--- config.mk ---
export PLATFORM = sky130hd
export DESIGN_NAME = adbg_or1k_ctrl_reg_flat
export DESIGN_NICKNAME = d
export VERILOG_FILES = /design/src/rtl/adbg_or1k_ctrl_reg_if.sv /design/src/rtl/adbg_or1k_ctrl_reg.sv /design/src/flat_wrapper.sv
export SDC_FILE = /design/constraint.sdc
export NUM_CORES = 1
export LEC_CHECK = 0
export BUFFER_PORTS_ARGS = -buffer_cell sky130_fd_sc_hd__buf_2
export CAP_MARGIN = 20
export CORE_ASPECT_RATIO = 1.25
export CORE_MARGIN = 2
export CORE_UTILIZATION = 34
export DETAILED_ROUTE_END_ITERATION = 8
export SKIP_LAST_GASP = 1
export SYNTH_ARGS = -nofsm -noshare
export SYNTH_HDL_FRONTEND = slang
export SYNTH_SLANG_ARGS = --single-unit
--- constraint.sdc ---
create_clock -name tck_i -period 1.8 [get_ports tck_i]
set_input_delay 0.36 -clock tck_i [delete_from_list [all_inputs] [get_ports tck_i]]
set_output_delay 0.36 -clock tck_i [all_outputs]
set_load 0.01 [all_outputs]
--- src/rtl/adbg_or1k_ctrl_reg_if.sv ---
// Command-decoder side of the per-core debug control register:
// write strobe, write data and readback.
interface adbg_or1k_ctrl_reg_if #(
    parameter int unsigned NB_CORES = 4
);
    logic                      we_i;
    logic [NB_CORES*5-1:0]     data_i;
    logic [NB_CORES*6-1:0]     ctrl_reg_o;

    // Decoder drives writes and reads back state
    modport master (output we_i, output data_i, input ctrl_reg_o);
    // Control register consumes writes and presents state
    modport slave  (input we_i, input data_i, output ctrl_reg_o);
endinterface

--- src/rtl/adbg_or1k_ctrl_reg.sv ---
// Per-core OR1K debug stall/reset/step control register, TCK domain only.
// Breakpoint stall is combinational so a hit halts the core in the same cycle;
// all other state is held in flops updated on tck_i.
module adbg_or1k_ctrl_reg #(
    parameter int unsigned NB_CORES    = 4,
    parameter int unsigned RST_CYCLES  = 8,
    parameter int unsigned RST_CW      = 4,
    parameter int unsigned STEP_CYCLES = 1,
    parameter int unsigned STEP_CW     = 2
) (
    input  logic                    tck_i,
    input  logic                    tlr_i,
    adbg_or1k_ctrl_reg_if.slave     bus,
    input  logic [NB_CORES-1:0]     bp_i,
    output logic [NB_CORES-1:0]     cpu_stall_o,
    output logic [NB_CORES-1:0]     cpu_rst_o
);

    localparam int unsigned WR_W = 5;
    localparam int unsigned RD_W = 6;

    // Reject parameter sets the counters cannot represent
    if (NB_CORES < 1 || RST_CW < 1 || RST_CW > 31 || STEP_CW < 1 || STEP_CW > 31 ||
        RST_CYCLES < 1 || RST_CYCLES > (2**RST_CW) - 1 ||
        STEP_CYCLES < 1 || STEP_CYCLES > (2**STEP_CW) - 1) begin : g_bad_param
        $fatal(1, "adbg_or1k_ctrl_reg: illegal parameter value");
    end

    typedef enum logic {S_IDLE = 1'b0, S_STEP = 1'b1} step_state_e;

    logic [NB_CORES-1:0] stall_reg;
    logic [NB_CORES-1:0] group_en;
    logic [NB_CORES-1:0] bp_hit;
    logic [RST_CW-1:0]   rst_cnt    [NB_CORES];
    logic [STEP_CW-1:0]  step_cnt   [NB_CORES];
    step_state_e         step_state [NB_CORES];

    logic [NB_CORES-1:0] rst_busy;
    logic [NB_CORES-1:0] step_busy;
    logic [NB_CORES-1:0] bpm;
    logic [NB_CORES-1:0] ev;
    logic                grp;
    logic [NB_CORES-1:0] d_stall, d_rst, d_step, d_grp, d_clr;
    logic [NB_CORES*RD_W-1:0] ctrl_reg;

    // Split write data into per-field vectors and decode busy flags from state
    always_comb begin
        d_stall   = '0;
        d_rst     = '0;
        d_step    = '0;
        d_grp     = '0;
        d_clr     = '0;
        rst_busy  = '0;
        step_busy = '0;
        for (int unsigned n = 0; n < NB_CORES; n++) begin
            d_stall[n]   = bus.data_i[n*WR_W + 0];
            d_rst[n]     = bus.data_i[n*WR_W + 1];
            d_step[n]    = bus.data_i[n*WR_W + 2];
            d_grp[n]     = bus.data_i[n*WR_W + 3];
            d_clr[n]     = bus.data_i[n*WR_W + 4];
            rst_busy[n]  = (rst_cnt[n] != '0);
            step_busy[n] = (step_state[n] == S_STEP);
        end
    end

    // Breakpoint masking, halt-group fan-out and the stall request
    always_comb begin
        bpm         = bp_i & ~rst_busy;
        grp         = |(bpm & group_en);
        ev          = bpm | ({NB_CORES{grp}} & group_en);
        cpu_stall_o = ev | (stall_reg & ~step_busy);
    end

    // Readback image of every core slice
    always_comb begin
        ctrl_reg = '0;
        for (int unsigned n = 0; n < NB_CORES; n++) begin
            ctrl_reg[n*RD_W +: RD_W] = {cpu_stall_o[n], bp_hit[n], group_en[n],
                                        step_busy[n], rst_busy[n], stall_reg[n]};
        end
    end

    assign bus.ctrl_reg_o = ctrl_reg;
    assign cpu_rst_o      = rst_busy;

    // Per-core stall, flags, reset pulse counter and step FSM
    always_ff @(posedge tck_i) begin
        if (tlr_i) begin
            stall_reg <= '0;
            group_en  <= '0;
            bp_hit    <= '0;
            for (int unsigned n = 0; n < NB_CORES; n++) begin
                rst_cnt[n]    <= '0;
                step_cnt[n]   <= '0;
                step_state[n] <= S_IDLE;
            end
        end else begin
            if (bus.we_i) begin
                group_en <= d_grp;
            end
            for (int unsigned n = 0; n < NB_CORES; n++) begin
                // A breakpoint event always wins over a host stall write
                if (ev[n]) begin
                    stall_reg[n] <= 1'b1;
                end else if (bus.we_i) begin
                    stall_reg[n] <= d_stall[n];
                end

                // Only a core's own breakpoint marks it as hit
                if (bpm[n]) begin
                    bp_hit[n] <= 1'b1;
                end else if (bus.we_i && d_clr[n]) begin
                    bp_hit[n] <= 1'b0;
                end

                // Reset pulse: a new go reloads, otherwise count down to zero
                if (bus.we_i && d_rst[n]) begin
                    rst_cnt[n] <= RST_CW'(RST_CYCLES);
                end else if (rst_cnt[n] != '0) begin
                    rst_cnt[n] <= rst_cnt[n] - RST_CW'(1);
                end

                case (step_state[n])
                    S_IDLE: begin
                        if (bus.we_i && d_step[n] && d_stall[n] && stall_reg[n] &&
                            !rst_busy[n] && !ev[n]) begin
                            step_state[n] <= S_STEP;
                            step_cnt[n]   <= STEP_CW'(STEP_CYCLES);
                        end
                    end
                    S_STEP: begin
                        if (ev[n] || step_cnt[n] <= STEP_CW'(1)) begin
                            step_state[n] <= S_IDLE;
                            step_cnt[n]   <= '0;
                        end else begin
                            step_cnt[n] <= step_cnt[n] - STEP_CW'(1);
                        end
                    end
                    default: begin
                        step_state[n] <= S_IDLE;
                        step_cnt[n]   <= '0;
                    end
                endcase
            end
        end
    end

endmodule

--- src/flat_wrapper.sv ---
// flat-port wrapper written by rule: the top's interface ports become plain ports
module adbg_or1k_ctrl_reg_flat 
#(
    parameter int unsigned NB_CORES    = 4,
    parameter int unsigned RST_CYCLES  = 8,
    parameter int unsigned RST_CW      = 4,
    parameter int unsigned STEP_CYCLES = 1,
    parameter int unsigned STEP_CW     = 2
)
  (tck_i, tlr_i, bp_i, cpu_stall_o, cpu_rst_o, bus_we_i, bus_data_i, bus_ctrl_reg_o);
  adbg_or1k_ctrl_reg_if #(.NB_CORES(NB_CORES)) bus_i ();
  input  logic tck_i;
  input  logic tlr_i;
  input  logic [NB_CORES-1:0] bp_i;
  output logic [NB_CORES-1:0] cpu_stall_o;
  output logic [NB_CORES-1:0] cpu_rst_o;
  input wire logic [$bits(bus_i.we_i)-1:0] bus_we_i;
  input wire logic [$bits(bus_i.data_i)-1:0] bus_data_i;
  output wire logic [$bits(bus_i.ctrl_reg_o)-1:0] bus_ctrl_reg_o;
  assign bus_i.we_i = bus_we_i;
  assign bus_i.data_i = bus_data_i;
  assign bus_ctrl_reg_o = bus_i.ctrl_reg_o;
  adbg_or1k_ctrl_reg #(.NB_CORES(NB_CORES), .RST_CYCLES(RST_CYCLES), .RST_CW(RST_CW), .STEP_CYCLES(STEP_CYCLES), .STEP_CW(STEP_CW)) u_core (.tck_i(tck_i), .tlr_i(tlr_i), .bus(bus_i), .bp_i(bp_i), .cpu_stall_o(cpu_stall_o), .cpu_rst_o(cpu_rst_o));
endmodule
==> results of run 1 <==
## how the worst min path moves through the flow
stage | start | to
global route | bus_data_i[3] | u_core.group_en[0]
floorplan | u_core.bp_hit[3] | u_core.bp_hit[3]
finish | bus_data_i[13] | u_core.group_en[2]
detailed placement | u_core.bp_hit[3] | u_core.bp_hit[3]
CTS | bus_data_i[3] | u_core.group_en[0]
global placement | u_core.bp_hit[3] | u_core.bp_hit[3]
## cell families (layout without fill, tap and decap cells)
logic type / after synthesis / after routing / synth area share
AOI/OAI and AO/OA: 52 / 52 / 0.152
xor gates and xnor gates: 4 / 4 / 0.0140
adders and majority gates: 12 / 12 / 0.0602
buffers and inverters: 31 / 162 / 0.0627
DFF: 40 / 40 / 0.434
muxes: 8 / 8 / 0.0331
and+or+nand+nor: 116 / 116 / 0.244
## cell usage after synthesis (all sizes together)
cell,number,area (sq um)
o21a,3,22.5
a31o,1,8.76
nor3b,2,26.3
o21ai,5,25.0
or4,4,37.5
and3,2,12.5
a32oi,1,8.76
mux2i,6,60.1
o2bb2ai,1,15.0
nand2,26,100
dfxtp,12,240
nor2,37,144
ha,12,150
nand4bb,1,11.3
o41ai,2,32.5
edfxtp,28,841
mux2,2,22.5
o311ai,2,25.0
a21oi,25,136
nand4,2,12.5
nand3,5,25.0
a21bo,1,10.0
nor4,1,6.26
a21boi,2,18.8
nand2b,11,68.8
inv,15,56.3
and2,4,25.0
nor3,9,45.0
nor4bb,4,40.0
buf,15,96.3
clkbuf,1,3.75
nor4b,2,17.5
o211ai,3,27.5
or3,6,37.5
xnor2,4,35.0
a22oi,1,12.5
o31a,1,8.76
a31oi,3,18.8
a22o,1,8.76
## layout make-up
class / instances / share of cell area
Timing Repair Buffer: 139 / 0.253
Inverter: 15 / 0.0144
Tap cell: 90 / 0.0288
Clock buffer: 5 / 0.0176
Sequential cell: 40 / 0.276
Multi-Input combinational cell: 192 / 0.399
Clock inverter: 3 / 0.0109
## critical path, cell delays in order, from the launching register on
cell and delay [ns]:
edfxtp_1 0.42, inv_2 0.10, ha_4 0.12, nor3b_4 0.30
a32oi_2 0.17, a21oi_2 0.21, nand2b_4 0.17, buf_6 0.10
## metal layers
metal	vias up	wire, um	global-route usage
met5	-	0	0
met2	58	3350	0.296
met4	0	57	0.0469
li1	1201	-	-
met3	4	300	0.0318
met1	1102	2900	0.205
## power by group through the flow
stage	Clock (W)	Combinational [W]	Sequential, W
floorplan	0	0.00140	0.00148
global placement	0	0.00241	0.00142
detailed placement	0	0.00243	0.00143
CTS	0.000779	0.00297	0.00144
global route	0.000809	0.00360	0.00147
finish	0.000759	0.00329	0.00145
## timing repair
item / in CTS / in global routing
gates resized for setup: 43 / 31
setup buffers: 22 / 14
endpoints found under the setup margin: 39 / 44
pin swaps: 21 / 20
cloned: 0 / 0
## metrics by stage
| stage | instance area, sq um | util | power (W) | hold slack [ns] | setup TNS [ns] |
|---|---|---|---|---|---|
| floorplan | 2550 | - | 0.00288 | 0.481 | -1.15 |
| global placement | 3280 | 0.468 | 0.00383 | 0.451 | -5.79 |
| detailed placement | 3280 | 0.468 | 0.00387 | 0.465 | -7.64 |
| CTS | 3730 | 0.531 | 0.00519 | 0.297 | -6.20 |
| global route | 3920 | 0.558 | 0.00588 | 0.317 | -8.74 |
| finish | 3920 | 0.558 | 0.00550 | 0.305 | -5.54 |
==> metrics.md, run 1 <==
| Metric | Value |
|---|---|
| WL/cell | between 10 and 15 um |
| TritonCTS clock tree | yes |
| Clock root buffer | clkbuf_8 |
| P_sw | slightly below 0.002 W |
| Yosys cell types | 51 |
| First-pass GRT wire length | ~10 mm |
| FF-to-FF setup slack | -0.35 ns |
| Largest net degree at the start of global routing | 21 |
| Initial core utilization | 0.355 |
| Failing checks | negative setup slack |
| Mapped Cells | roughly 260 |
| Dpl hpwl | approximately 4.8 mm |
| Final Hold Viols | 0 |
| Post-route insts no fill | just under 500 |
| Hold depth | 3 |
| Syn nets | slightly above 300 |
| Initial antenna violation count | 0 |
| Die H | between 90 and 100 um |
| Most frequent cells in the layout | buf_4 (71), buf_2 (49), nor2_1 (31), edfxtp_1 (28), nand2_1 (24) |
| Worst slack at placement | -0.355 ns |
| RePlAce Congestion | 0.784 |
| Max reg flops | 16 |
| Via count | between 2000 and 2500 |
| Mean post-synth cell area | about 9.5 sq um |
| Element type at the critical path start | flop |
| Worst-Skew Late Latency | roughly 0.3 ns |
| First DRT Iteration DRCs | 120 |
| RSZ-0062 raised after global routing | true |
| YS warnings | 0 |
| Tightest Pin Transition | ~0.37 ns |
| Crit. Startpoint | u_core.rst_cnt[0][12] |
| Number of port buffers | 58 |
| Biggest regs | u_core.rst_cnt (16), u_core.step_cnt (8) |
| CTS HTree Levels | 2 |
| Clock Sinks | 40 |
| PD cells | 1400 nW/um^2 |
| Detail Route Antenna Nets | 0 |
| Layout cell share with drive strength beyond 1 | 0.536 |
| Grt total ovfl | 0 |
| Final worst slack | -0.433 ns |
| Crit path DAT | approximately 1.9 ns |
| Endpoint class of the critical path | primary output |
| Antenna cells | 0 |
| Io pins | just under 60 |
| 1st-pass router iterations | 5 |
| Reg2Reg Depth | 9 |
| Critical R2R Launch | u_core.rst_cnt[0][4] |
| Final nets | 432 |
| Period Utilization, post-route | 1.24 |
| Sequential power share | 0.264 |
| Switch share | 0.360 |
| Fillers | between 600 and 700 |
| Commonest non-fill, non-tap cell in the layout | buf_4 |
| Multi-input logic area | 1560 sq um |
| Tot GR Track Use | 0.167 |
| Biggest register | u_core.rst_cnt |
| Placement Rows | 34 |
| Fmax | around 450 MHz |
| Vias in the first global route | between 2000 and 2500 |
| Max-slew violations | 0 |
| Crit Path Max Fanout | 5 |
| Gate power share | 0.598 |
| Vias per cell | between 4 and 5 |
| Syn Std Cell Area | 2490 sq um |
| Core area | ~7000 sq um |
| Setup crit end | bus_ctrl_reg_o[11] |
| Min Tclk post-route | between 2 and 2.5 ns |
| HP Class | in -> reg |
| CP Data Required Time | between 1 and 1.5 ns |
| Die footprint | around 8000 sq um |
| Drt drc | 0 |
| Peak VDD IR | around 760 uV |
| Layout area overhead | 57.0% |
| Max_cap viols | 0 |
| Worst r2r dst | u_core.step_state[0][1] |
| Final setup fails | 30 |
| Post-Route WL | between 6 and 7 mm |
| Cell count after placement | 453 |
| Kind of critical path | reg -> out |
| Maximum clock insertion buffer count | 2 |
| CTS buffer count | 5 |
| Clock share of power | 0.138 |
| Die W | roughly 81 um |
| Yosys reg bits | 40 |
| Leakage | roughly 1.7 nW |
| Clock Skew | 0.0146 ns |
| Clk slew on worst S/H paths | around 0.08 ns |
| FF+latch area | ~1100 sq um |
| Register area share after synthesis | 0.434 |
| Rel. slew slack | 0.749 |
| Post-CTS Hold Fix Bufs | 0 |
| Status | finished, violations left |
| Internal Power | approximately 0.0035 W |
(Power assumes the default switching activity.)
==> inputs of run 2 (changes only) <==
ABC_AREA = 1   (was not set)
CORE_MARGIN = 4   (was 2)
==> run 2 against run 1 <==
The run still ends with negative setup slack left. Sequential cell count unchanged. Core utilization decreased by 6.6 points. Register-to-register slack improved by 0.28 ns. Area after synthesis down 6.6%.
==> metrics.md, run 2 <==
| Metric | Value |
|---|---|
| CTS HTree Levels | 2 (unchanged) |
| Die W | 82.0 um (was 80.6 um) |
| Failing checks | negative setup slack (unchanged) |
| Die H | 101 um (was 99.8 um) |
| Synth top cells by count | nand2_1 (59), inv_1 (47), nor2_1 (30) (was nor2_1 (35), edfxtp_1 (28), nand2_1 (25)) |
| Initial antenna violation count | 0 (unchanged) |
| Final nets | 419 (was 432) |
| Synth top area share | 0.361 (was 0.337) |
| Post-Route WL | 6.01 mm (was 6.60 mm) |
| Die footprint | 8250 sq um (was 8040 sq um) |
| Maximum clock insertion buffer count | 2 (unchanged) |
| Register area share after synthesis | 0.464 (was 0.434) |
| Post-route insts no fill | 468 (was 484) |
| Placement Rows | 33 (was 34) |
| Io pins | 59 (unchanged) |
| Max_cap viols | 0 (unchanged) |
| Mux cell area share after synthesis | 0 (was 0.0331) |
| Kind of critical path | reg -> out (unchanged) |
| Final Hold Slack | 0.301 ns (was 0.305 ns) |
| Tot GR Track Use | 0.156 (was 0.167) |
| First DRT Iteration DRCs | 65 (was 120) |
| Period Utilization, post-route | 1.18 (was 1.24) |
| Grt total ovfl | 0 (unchanged) |
| Vias per cell | 4.53 (was 4.89) |
| CTS buffer count | 5 (unchanged) |
| Syn nets | 322 (was 302) |
| HP Class | in -> reg (unchanged) |
| Hold Startpoint | bus_data_i[18] (was bus_data_i[13]) |
| Total Power Consumption | 0.00380 W (was 0.00550 W) |
| Synth async-reset ratio | 0 (unchanged) |
| Max-slew violations | 0 (unchanged) |
| PD cells | 1170 nW/um^2 (was 1400 nW/um^2) |
| Cell count after placement | 430 (was 453) |
| Area contributors post-synth | edfxtp_1 (36%), dfxtp_1 (10%), nand2_1 (9.5%) (was edfxtp_1 (34%), dfxtp_1 (9.6%), ha_1 (6.0%)) |
| Min Tclk post-route | 2.12 ns (was 2.23 ns) |
| Clock Sinks | 40 (unchanged) |
| Synth Area in Compound Gates | 0.0580 (was 0.152) |
| Critical R2R Launch | u_core.rst_cnt[0][8] (was u_core.rst_cnt[0][4]) |
| Rel. slew slack | 0.691 (was 0.749) |
| TritonCTS clock tree | yes (unchanged) |
| XOR/XNOR Fraction of Synth Area | 0.0301 (was 0.0140) |
| Clock root buffer | clkbuf_8 (unchanged) |
| Crit path DAT | 1.76 ns (was 1.87 ns) |
| Clock Skew | 0.00985 ns (was 0.0146 ns) |
| Biggest register | u_core.rst_cnt (unchanged) |
| Vias in the first global route | 2213 (was 2305) |
| Fin util | 0.492 (was 0.558) |
| Reg2Reg Depth | 13 (was 9) |
| FF-to-FF setup slack | -0.07 ns (was -0.35 ns) |
| First-pass GRT wire length | 9.81 mm (was 10.4 mm) |
| Layout area overhead | 39.5% (was 57.0%) |
| Element type at the critical path start | flop (unchanged) |
| Drt drc | 0 (unchanged) |
| Number of port buffers | 58 (unchanged) |
| Most frequent cells in the layout | buf_2 (57), nand2_1 (50), buf_4 (39), inv_1 (36), nor2_1 (29) (was buf_4 (71), buf_2 (49), nor2_1 (31), edfxtp_1 (28), nand2_1 (24)) |
| Synth Area in Simple Gates | 0.266 (was 0.244) |
| Fillers | 647 (was 639) |
| Detail Route Antenna Nets | 0 (unchanged) |
| Post-CTS Hold Fix Bufs | 0 (unchanged) |
| Peak VDD IR | 615 uV (was 764 uV) |
| Commonest non-fill, non-tap cell in the layout | buf_2 (was buf_4) |
| Final Hold Viols | 0 (unchanged) |
| 1st-pass router iterations | 4 (was 5) |
| Main synth FF type | edfxtp_1 (unchanged) |
| Crit Path Max Fanout | 3 (was 5) |
| Clk slew on worst S/H paths | 0.08 ns (about the same) |
| Worst r2r dst | u_core.step_cnt[0][4] (was u_core.step_state[0][1]) |
| CP Data Required Time | 1.44 ns (about the same) |
| Worst-Skew Late Latency | 0.30 ns (about the same) |
| Hold depth | 3 (unchanged) |
| Biggest regs | u_core.rst_cnt (16), u_core.step_cnt (8) (unchanged) |
| Most common cell in the netlist | nand2_1 (was nor2_1) |
| Via count | 2122 (was 2365) |
| Core area | 6610 sq um (was 7020 sq um) |
| Fmax | 472 MHz (was 448 MHz) |
| Cell accounting for the most synthesized area | edfxtp_1 (unchanged) |
| Mean post-synth cell area | 8.23 sq um (was 9.48 sq um) |
| Largest family of logic cells by synthesized area | simple AND/OR/NAND/NOR gates (unchanged) |
| Endpoint, Worst Hold | u_core.group_en[3] (was u_core.group_en[2]) |
| RePlAce Congestion | 0.795 (was 0.784) |
| Mapped Cells | 283 (was 263) |
| Layout cell share with drive strength beyond 1 | 0.409 (was 0.536) |
| Final setup fails | 13 (was 30) |
| Yosys reg bits | 40 (unchanged) |
| Syn Std Cell Area | 2330 sq um (was 2490 sq um) |
| Endpoint class of the critical path | primary output (unchanged) |
| Dpl hpwl | 4.27 mm (was 4.81 mm) |
| RSZ-0062 raised after global routing | true (unchanged) |
| Status | finished, violations left (unchanged) |
| Antenna cells | 0 (unchanged) |
| Adder-Cell Fraction of Synth Area | 0.0645 (was 0.0602) |
| Initial core utilization | 0.352 (was 0.355) |
| WL/cell | 12.8 um (was 13.6 um) |
| Yosys cell types | 28 (was 51) |
| Max reg flops | 16 (unchanged) |
| Largest net degree at the start of global routing | 13 (was 21) |
| Final worst slack | -0.317 ns (was -0.433 ns) |
| Number of flops mapped to enable cells by yosys | 28 (unchanged) |
| Leakage | 1.62 nW (was 1.71 nW) |
| Tightest Pin Transition | 0.460 ns (was 0.371 ns) |
| YS warnings | 0 (unchanged) |
==> run 2: cell count changes after synthesis, sizes merged, moves of 4 or more <==
| cell | delta |
|---|---|
| a21oi | -16 |
| and2 | -4 |
| inv | +34 |
| mux2i | -6 |
| nand2 | +38 |
| nand2b | -11 |
| nand3 | +10 |
| nand4 | +5 |
| nor4bb | -4 |
| o21ai | +10 |
| or3 | -6 |
| or4 | -4 |
==> run 2: critical path, stage by stage (launching register included) <==
cell and delay, ns:
edfxtp_1 0.38, inv_2 0.07, ha_4 0.15, nand4_1 0.11, nand2_2 0.12, buf_6 0.14
o21ai_4 0.16, o211ai_1 0.16, buf_2 0.18
==> run 2: power breakdown <==
group	total, W	internal [W]	switching, W
Sequential	0.00133	0.00121	0.000121
Clock	0.000633	0.000312	0.000321
Combinational	0.00184	0.000898	0.000940
Total	0.00380	0.00242	0.00138
==> run 2: timing repair <==
item / in CTS / in global routing
hold endpoints to repair: 0 / 0
pin swaps: 12 / 16
gates resized for setup: 32 / 16
endpoints found under the setup margin: 12 / 22
setup buffers: 28 / 7
==> run 2: area by class of cell <==
cell class	instances	area [sq um]	share of cell area
clock inverter	1	7.51	0.00231
multi-input combinational	181	1120	0.346
inverter	49	184	0.0566
timing repair buffer	103	657	0.202
clock buffer	7	86.3	0.0266
sequential	40	1080	0.333
tap	87	109	0.0335
==> run 2: kinds of logic (layout without fill, tap and decap cells) <==
group,Yosys count,count (layout)
adder cells (fa/ha/maj),12,12
XOR/XNOR,8,8
AO/OA/AOI/OAI,25,25
buffers and inverters,62,160
flip-flops,40,40
AND/OR/NAND/NOR,136,136
==> run 2: stage by stage <==
stage	area, sq um	setup TNS [ns]	worst slack [ns]
2_1_floorplan	2330	0	0.000765
3_3_place_gp	2750	0	0.000949
3_5_place_dp	2750	-0.210	-0.0424
4_1_cts	3150	-2.13	-0.320
5_1_grt	3250	-4.17	-0.389
6_report	3250	-2.32	-0.317
==> run 2: worst max path at each step <==
stage | slack, ns | to | depth (start not counted) | start
finish | -0.32 | cpu_stall_o[3] | 8 | u_core.rst_cnt[0][8]
global route | -0.39 | cpu_stall_o[3] | 8 | u_core.rst_cnt[0][8]
CTS | -0.32 | cpu_stall_o[1] | 8 | u_core.rst_cnt[0][8]
detailed placement | -0.04 | cpu_stall_o[1] | 8 | u_core.rst_cnt[0][0]
global placement | 0.0009 | cpu_stall_o[1] | 8 | u_core.rst_cnt[0][0]
floorplan | 0.0008 | cpu_stall_o[1] | 8 | u_core.rst_cnt[0][0]
==> run 2: per-layer routing <==
layer  GRT usage  vias up  wire length [um]
met5           0        -                 0
met2       0.267       43              3080
li1            -     1092                 -
met4      0.0627        0               119
met1       0.186      976              2590
met3      0.0331       11               214
==> inputs of run 3 (changes only) <==
BUFFER_PORTS_ARGS = not set   (was -buffer_cell sky130_fd_sc_hd__buf_2)
DONT_BUFFER_PORTS = 1   (was not set)
==> run 3 against run 2 <==
Core utilization is 6.0 points lower. Sequential share of layout area up 4.6 points. Via count decreased by 11%. Combinational power decreased by 26%. Worst hold slack got worse by 0.18 ns. Critical endpoint unchanged. Register-to-register slack worse by 0.03 ns. Largest cell class unchanged. Non-clock buffer count shrank 72. Highest routed layer unchanged. Sequential power is essentially flat. The run still ends with negative setup slack left.
==> metrics.md, run 3 (synthesized netlist as in run 2, its figures left out) <==
| Metric | Value |
|---|---|
| CTS HTree Levels | 2 (unchanged) |
| 1st-pass router iterations | 4 (unchanged) |
| Fin util | 0.432 (was 0.492) |
| HP Class | in -> reg (unchanged) |
| Max reg flops | 16 (unchanged) |
| Endpoint class of the critical path | primary output (unchanged) |
| Critical Path Max Stage Delay | 0.41 ns (was 0.38 ns) |
| Max-slew violations | 0 (unchanged) |
| First DRT Iteration DRCs | 53 (was 65) |
| Vias per cell | 4.78 (was 4.53) |
| TritonCTS clock tree | yes (unchanged) |
| Final worst slack | -0.252 ns (was -0.317 ns) |
| Max_cap viols | 0 (unchanged) |
| Maximum clock insertion buffer count | 2 (unchanged) |
| Post-CTS Hold Fix Bufs | 0 (unchanged) |
| Clk slew on worst S/H paths | 0.08 ns (about the same) |
| Layout area overhead | 22.5% (was 39.5%) |
| Die footprint | 8250 sq um (unchanged) |
| RePlAce Congestion | 0.781 (was 0.795) |
| Initial antenna violation count | 0 (unchanged) |
| Slowest CP cell | edfxtp_1 (unchanged) |
| Post-Route WL | 5.46 mm (was 6.01 mm) |
| Io pins | 59 (unchanged) |
| Core area | 6610 sq um (unchanged) |
| Commonest non-fill, non-tap cell in the layout | nand2_1 (was buf_2) |
| Setup_tns | -2.28 ns (was -2.32 ns) |
| Rel. slew slack | 0.687 (was 0.691) |
| Via count | 1892 (was 2122) |
| Drt drc | 0 (unchanged) |
| Grt total ovfl | 0 (unchanged) |
| First-pass GRT wire length | 8.64 mm (was 9.81 mm) |
| PD cells | 1210 nW/um^2 (was 1170 nW/um^2) |
| Initial core utilization | 0.352 (unchanged) |
| Failing checks | negative setup slack (unchanged) |
| Largest net degree at the start of global routing | 19 (was 13) |
| Die W | 82.0 um (unchanged) |
| Final nets | 347 (was 419) |
| Number of port buffers | 0 (was 58) |
| Antenna cells | 0 (unchanged) |
| Leakage | 1.32 nW (was 1.62 nW) |
| Crit path DAT | 1.69 ns (was 1.76 ns) |
| Tot GR Track Use | 0.139 (was 0.156) |
| Dpl hpwl | 4.17 mm (was 4.27 mm) |
| Period Utilization, post-route | 1.14 (was 1.18) |
| Final setup fails | 14 (was 13) |
| Worst-Skew Late Latency | 0.30 ns (about the same) |
| Critical path cell sequence | inv_2, ha_4, nand4_1, nand2_2, o21ai_4, o211ai_1, buf_4 (was inv_2, ha_4, nand4_1, nand2_2, buf_6, o21ai_4, o211ai_1, buf_2) |
| Worst slack at placement | 0.000877 ns (was -0.0424 ns) |
| Most frequent cells in the layout | nand2_1 (47), inv_1 (39), nor2_1 (30), edfxtp_1 (28), buf_4 (25) (was buf_2 (57), nand2_1 (50), buf_4 (39), inv_1 (36), nor2_1 (29)) |
| CP Data Required Time | 1.44 ns (about the same) |
| Clock Sinks | 40 (unchanged) |
| CTS buffer count | 5 (unchanged) |
| Delay-heaviest family, CP | flip-flops (was buffers and inverters) |
| RSZ-0062 raised after global routing | true (unchanged) |
| Element type at the critical path start | flop (unchanged) |
| Biggest register | u_core.rst_cnt (unchanged) |
| Placement Rows | 33 (unchanged) |
| Die H | 101 um (unchanged) |
| Status | finished, violations left (unchanged) |
| Vias in the first global route | 1869 (was 2213) |
| Tightest Pin Transition | 0.465 ns (was 0.460 ns) |
| Biggest regs | u_core.rst_cnt (16), u_core.step_cnt (8) (unchanged) |
| Peak VDD IR | 500 uV (was 615 uV) |
| Final Hold Viols | 0 (unchanged) |
| Clock Skew | 0.00937 ns (was 0.00985 ns) |
| Layout cell share with drive strength beyond 1 | 0.269 (was 0.409) |
| Crit Path Max Fanout | 3 (unchanged) |
| Buf+Inv Stages, Crit Path | 2 (was 3) |
| Clock root buffer | clkbuf_8 (unchanged) |
| Min Tclk post-route | 2.05 ns (was 2.12 ns) |
| WL/cell | 13.8 um (was 12.8 um) |
| Detail Route Antenna Nets | 0 (unchanged) |
| Kind of critical path | reg -> out (unchanged) |
| Fmax | 487 MHz (was 472 MHz) |
[run 3: changes by cell type in the layout (fill, tap and decap cells not counted), moves of 2 or more]
| cell | delta |
|---|---|
| buf_2 | -57 |
| ha_1 | +2 |
| nor2_2 | -2 |
| inv_2 | -3 |
| buf_4 | -14 |
| nand2_4 | +3 |
| nand2_1 | -3 |
| ha_4 | -3 |
| inv_1 | +3 |
[run 3: layer usage]
layer	global-route usage	wire (um)	part of all wire	up-vias
li1	-	-	-	956
met5	0	0	0	-
met1	0.158	2220	0.41	882
met2	0.243	2820	0.52	47
met3	0.0465	363	0.066	7
met4	0.0409	56	0.010	0
[run 3: worst reg2reg max path, stage by stage (launching register included)]
cell and delay [ns]:
edfxtp_1 0.37, inv_2 0.07, ha_4 0.16, nand4_1 0.12, nand2_2 0.14, nor2_4 0.20
nor2_4 0.05, nor2_4 0.17, buf_6 0.14, nand2_4 0.05, nand2_2 0.07, inv_2 0.05
nand2_2 0.06
[run 3: final cells by class]
cell class / instances / area, sq um
multi-input cells: 181 / 1110
flip-flops and latches: 40 / 1080
well taps: 87 / 109
clock inverters: 3 / 42.5
fillers: 682 / 3750
repair buffers: 31 / 255
clock buffers: 5 / 68.8
inverters: 49 / 184
[run 3: path summary, 6_finish.rpt]
check / slack (ns) / to / cells after the start / startpoint
max: -0.25 / cpu_stall_o[3] / 7 / u_core.rst_cnt[0][8]
min: 0.12 / u_core.bp_hit[3] / 1 / tlr_i
max reg2reg: -0.10 / u_core.step_cnt[0][0] / 12 / u_core.rst_cnt[0][8]
min reg2reg: 0.51 / u_core.bp_hit[3] / 2 / u_core.bp_hit[3]
[run 3: where the power goes]
group / switching [W] / internal [W] / total [W]
combinational: 0.000757 / 0.000607 / 0.00136
sequential: 0.000145 / 0.00121 / 0.00135
clock: 0.000324 / 0.000410 / 0.000735
total: 0.00123 / 0.00222 / 0.00345
[run 3: timing repair]
action	in CTS	in global routing
hold endpoints to repair	0	0
buffers inserted	5	7
gates cloned	0	0
setup endpoints to repair	8	22
resized for setup	17	29
pin swaps	8	13
[run 3: through the flow]
stage	total power [W]	hold slack (ns)	area, sq um	cells
global route	0.00369	0.110	2850	396
global placement	0.00248	0.433	2510	378
detailed placement	0.00250	0.436	2510	378
CTS	0.00334	0.114	2720	391
finish	0.00345	0.121	2850	396
floorplan	0.00222	0.487	2330	283
